===== src/rtl/product_accumulator_pkg.sv =====
// Shared definitions for the product accumulator: state encodings, default widths
// and a constant-evaluable ceiling-log2 helper.
package product_accumulator_pkg;

    localparam logic [1:0] IDLE_ENC  = 2'b00;
    localparam logic [1:0] ACCUM_ENC = 2'b01;
    localparam logic [1:0] HOLD_ENC  = 2'b10;

    localparam int PROD_W_DEF = 8;

    typedef enum logic [1:0] {
        ST_IDLE  = IDLE_ENC,
        ST_ACCUM = ACCUM_ENC,
        ST_HOLD  = HOLD_ENC
    } state_t;

    function automatic int clog2(input int value);
        int r;
        r = 0;
        while ((1 << r) < value) begin
            r = r + 1;
        end
        return r;
    endfunction

endpackage


===== src/rtl/product_accumulator_sat_adder.sv =====
// Unsigned saturating adder: the carry-out of a+b clamps the result to all-ones
// and raises sat for that addition.
module sat_adder #(
    parameter int ACC_W = 10
) (
    input  logic [ACC_W-1:0] a,
    input  logic [ACC_W-1:0] b,
    output logic [ACC_W-1:0] sum,
    output logic             sat
);

    logic [ACC_W:0] raw;

    always_comb begin
        raw = {1'b0, a} + {1'b0, b};
        sat = raw[ACC_W];
        sum = raw[ACC_W] ? {ACC_W{1'b1}} : raw[ACC_W-1:0];
    end

endmodule


===== src/rtl/product_accumulator.sv =====
// Sums LEN accepted multiplier products into a saturating result, then holds it
// with valid/ready until the consumer takes it, backpressuring the producer meanwhile.
//
//   state | meaning
//   IDLE  | empty accumulator, waiting for the first product of a result
//   ACCUM | partial sum held, collecting products until LEN are taken
//   HOLD  | finished result on sum_o, producer stalled until sum_ready_i
module product_accumulator
    import product_accumulator_pkg::*;
#(
    parameter int PROD_W = PROD_W_DEF,
    parameter int LEN    = 4,
    parameter int ACC_W  = 10
) (
    input  logic                      clk,
    input  logic                      rst,
    input  logic                      clear_i,
    input  logic [PROD_W-1:0]         prod_i,
    input  logic                      prod_valid_i,
    output logic                      prod_ready_o,
    output logic [ACC_W-1:0]          sum_o,
    output logic                      sum_valid_o,
    input  logic                      sum_ready_i,
    output logic                      ovf_o,
    output logic [clog2(LEN+1)-1:0]   count_o
);

    localparam int CNT_W = clog2(LEN + 1);
    localparam logic [CNT_W-1:0] LAST_CNT = CNT_W'(LEN - 1);

    state_t           state, state_nx;
    logic [ACC_W-1:0] acc, acc_nx;
    logic [CNT_W-1:0] count, count_nx;
    logic             ovf, ovf_nx;

    logic             accept;
    logic [ACC_W-1:0] prod_ext;
    logic [ACC_W-1:0] add_sum;
    logic             add_sat;

    assign prod_ready_o = (state != ST_HOLD);
    assign accept       = prod_valid_i & prod_ready_o;
    assign prod_ext     = ACC_W'(prod_i);

    sat_adder #(.ACC_W(ACC_W)) u_sat_adder (
        .a   (acc),
        .b   (prod_ext),
        .sum (add_sum),
        .sat (add_sat)
    );

    always_ff @(posedge clk or negedge rst) begin
        if (!rst) begin
            state <= ST_IDLE;
            acc   <= '0;
            count <= '0;
            ovf   <= 1'b0;
        end else begin
            state <= state_nx;
            acc   <= acc_nx;
            count <= count_nx;
            ovf   <= ovf_nx;
        end
    end

    always_comb begin
        state_nx = state;
        acc_nx   = acc;
        count_nx = count;
        ovf_nx   = ovf;
        // clear wins over everything, including a HOLD handshake and a presented product
        if (clear_i) begin
            state_nx = ST_IDLE;
            acc_nx   = '0;
            count_nx = '0;
            ovf_nx   = 1'b0;
        end else begin
            case (state)
                ST_IDLE: begin
                    if (accept) begin
                        acc_nx   = prod_ext;
                        count_nx = CNT_W'(1);
                        ovf_nx   = 1'b0;
                        state_nx = (LEN == 1) ? ST_HOLD : ST_ACCUM;
                    end
                end
                ST_ACCUM: begin
                    if (accept) begin
                        acc_nx   = add_sum;
                        ovf_nx   = ovf | add_sat;
                        count_nx = count + CNT_W'(1);
                        if (count == LAST_CNT) begin
                            state_nx = ST_HOLD;
                        end
                    end
                end
                ST_HOLD: begin
                    if (sum_ready_i) begin
                        state_nx = ST_IDLE;
                        acc_nx   = '0;
                        count_nx = '0;
                        ovf_nx   = 1'b0;
                    end
                end
                default: begin
                    state_nx = ST_IDLE;
                    acc_nx   = '0;
                    count_nx = '0;
                    ovf_nx   = 1'b0;
                end
            endcase
        end
    end

    assign sum_o       = acc;
    assign sum_valid_o = (state == ST_HOLD);
    assign ovf_o       = ovf;
    assign count_o     = count;

endmodule

===== config.mk =====
export PLATFORM = sky130hd
export DESIGN_NAME = product_accumulator
export DESIGN_NICKNAME = d
export VERILOG_FILES = /design/src/rtl/product_accumulator_pkg.sv /design/src/rtl/product_accumulator_sat_adder.sv /design/src/rtl/product_accumulator.sv
export SDC_FILE = /design/constraint.sdc
export NUM_CORES = 1
export LEC_CHECK = 0
export ABC_AREA = 1
export CAP_MARGIN = 20
export CORE_MARGIN = 1.5
export CORE_UTILIZATION = 40
export CTS_CLUSTER_SIZE = 25
export DETAILED_ROUTE_END_ITERATION = 6
export DONT_BUFFER_PORTS = 1
export PLACE_DENSITY = 0.65
export SKIP_LAST_GASP = 1
export SLEW_MARGIN = 5
export SYNTH_ARGS = -nofsm -noshare
export SYNTH_HDL_FRONTEND = slang
export SYNTH_SLANG_ARGS = --single-unit

===== constraint.sdc =====
create_clock -name clk -period 2 [get_ports clk]
set_input_delay 0.4 -clock clk [delete_from_list [all_inputs] [get_ports clk]]
set_output_delay 0.4 -clock clk [all_outputs]
set_load 0.01 [all_outputs]

==> results.toml <==
[synth]
synthTopCellsByArea = "dfrtp_1 30%, nand2_1 24%, ha_1 9.3%, nand3_1 6.3%, inv_1 5.9%"
synth_common_cells = "85 x nand2_1, 21 x inv_1, 17 x nand3_1"
synth.distinct_cells = 24
yosysWarnings = 0
synth_top_area_share_pct = 29.9
synthFlopType = "dfrtp_1"
synth.avg_cell_area_um2 = 6.70
synth_async_sr_flop_share_pct = 100
syn-cell-area_um2 = 1340
synth_cells = 200
synth_edf_count = 0
ys_ff_latch = 16
yosysTopAreaCell = "dfrtp_1"
post-synth-top-count-cell = "nand2_1"
syn_nets = 224
synth_seq_area_share_pct = 29.9

[place]
port_buffers = 0
place_inst = 253
dp_hpwl_mm = 2.58
place_ws_ns = 0.0920
place_congestion = 0.888

[routing]
drt-initial-drc-count = 120
viasPerCell = 4.89
drt_pass1_iterations = 4
drt-total-wl_mm = 3.35
wl_per_cell_um = 12.9
routed-via-count = 1266
route.detailed.drc = 0
ant_nets = 0

[layout]
final_util_pct = 49.8
layout-drive-gt1-share_pct = 14.9
area_delta_synth_final_pct = 16.3
antennaDiodeCount = 0
stdcell_count = 259
n_fill_cell = 325
fin_nets = 240

[timing]
worst_pin_slew_ns = 0.790
fin_skew_ns = 0.0134
fmax_ghz = 0.551
setup-tns-final_ns = 0
setup_viol = 0
fin_crit_sh_pct = 90.8
holdWs_ns = 0.275
worst_slack_ns = 0.183
relSlewSlack_pct = 47.2
rsz0062_at_grt = "false"
final.min_clock_period_ns = 1.82
hold_viol = 0
drv_slew = 0

[floorplan]
core_area_um2 = 3130
initial_utilization_pct = 42.8
rows = 20
die_x_um = 60.9
die_area_um2 = 3710
ios = 29
die_h_um = 60.9

[run_status]
status = "complete, no violations"

[global_routing]
grt_pass1_vias = 1161
use_met1_pct = 27.4
track_usage_pct = 19.6
antenna_found_initial = 0
grt_max_degree = 17
grt_use_met3_pct = 5.54
grt_pass1_wl_mm = 5.31
overflow = 0
busiest_layer = "met2"
grt.met2_usage_pct = 30.1

[critical_path]
crit_top_cell = "nand2_1"
cp.required_ns = 2.19
worstPathArrival_ns = 2.01
start_kind = "flop"
slowest_stage = "dfrtp_1"
endpoint_kind = "flop"
crit_chain = "ha_1, nand2_1, inv_1, nand2_1, nand2_1, nand2_1, nand3b_1, buf_4, o21ai_2, nand2_1"
criticalPathCategory = "reg -> reg"
cp_max_fo = 6
max_stage_delay_ns = 0.40

[clocking]
cts_tree = "yes"
path_clk_slew_ns = 0.11
ctsLongestPathBuffers = 2
cts_buffers = 3
worst_skew_pair.late_latency_ns = 0.30
cts_num_sinks = 16
cts.htree.levels = 1
cts-root-buf = "clkbuf_4"

[job]
drv_cap = 0

[power_and_ir_drop]
p_per_area_nw_per_um2 = 606
p_leak_nw = 0.859
peakVddDrop_v = 0.000328

[min_path]
hold_path.class = "in -> reg"
critical path, delay by kind of cell (launching register included):
| family | cells | cell delay, ns |
|---|---|---|
| AO/OA/AOI/OAI | 1 | 0.11 |
| adder cells (fa/ha/maj) | 1 | 0.34 |
| buffers and inverters | 2 | 0.29 |
| flip-flops | 1 | 0.40 |
| AND/OR/NAND/NOR | 6 | 0.58 |
sequential cells by signal (all words and copies together), names as in the netlist:
| name | count |
|---|---|
| count_o | 3 |
| ovf_o | 1 |
| sum_o | 10 |
| state | 2 |
what timing repair did:
action | CTS | global route
endpoints found under the setup margin | 0 | 8
setup buffers | 0 | 1
endpoints found under the hold margin | 16 | 0
hold buffers | 1 | 0
resized for setup | 0 | 10
logic make-up (layout without fill, tap and decap cells):
group	after synthesis	count (layout)	share of synthesized area, %
AO/OA/AOI/OAI	22	22	9.99
XOR/XNOR	3	3	1.96
adder cells (fa/ha/maj)	11	11	10.8
buffers and inverters	25	40	8.12
flip-flops	16	16	29.9
AND/OR/NAND/NOR	123	123	39.2
worst paths after layout:
kind	to	slack, ns	cells past startpoint	start
worst max-delay path	sum_o[4]$_DFFE_PN0P_	0.18	10	sum_o[4]$_DFFE_PN0P_
worst min-delay path	count_o[0]$_DFFE_PN0P_	0.27	3	clear_i
worst max register to register	sum_o[4]$_DFFE_PN0P_	0.18	10	sum_o[4]$_DFFE_PN0P_
worst min register to register	count_o[1]$_DFFE_PN0P_	0.59	2	count_o[1]$_DFFE_PN0P_
max in group asynchronous	sum_o[2]$_DFFE_PN0P_	0.88	1	rst
min in group asynchronous	sum_o[9]$_DFFE_PN0P_	0.61	1	rst
metrics by stage:
stage	area, um^2	total power [mW]
final	1560	0.944
after global routing	1560	1.02
after detailed placement	1460	0.691
after global placement	1460	0.687
after floorplan	1340	0.607
after CTS	1510	0.930
where the power goes:
part,switching (mW),internal (mW),total (mW)
combinational,0.194,0.140,0.333
clock,0.117,0.111,0.228
sequential,0.0346,0.348,0.383
layout make-up:
type,count,area [um^2],area share (%)
Timing Repair Buffer,12,92.6,5.94
Clock buffer,4,36.3,2.33
Multi-Input combinational cell,159,877,56.3
Tap cell,44,55.1,3.53
Sequential cell,16,400,25.7
Inverter,24,97.6,6.26
layout by cell type (no fill, tap or decap), drive strengths merged:
cell          n
nand2        88
inv          23
nand3        17
dfrtp        16
nor2         13
a21oi        13
buf          11
ha           10
o21ai         6
clkbuf        4
nand4         3
xor2          3
nor3          1
clkinv        1
o211ai        1
a31oi         1
o22ai         1
nand3b        1
fa            1
dlygate4sd3   1
per-layer routing:
metal | vias up | wire, um
met4 | 0 | 15
met2 | 32 | 1520
met1 | 559 | 1630
met5 | - | 0
li1 | 673 | -
met3 | 2 | 183
Power figures use the tool's default switching activity.
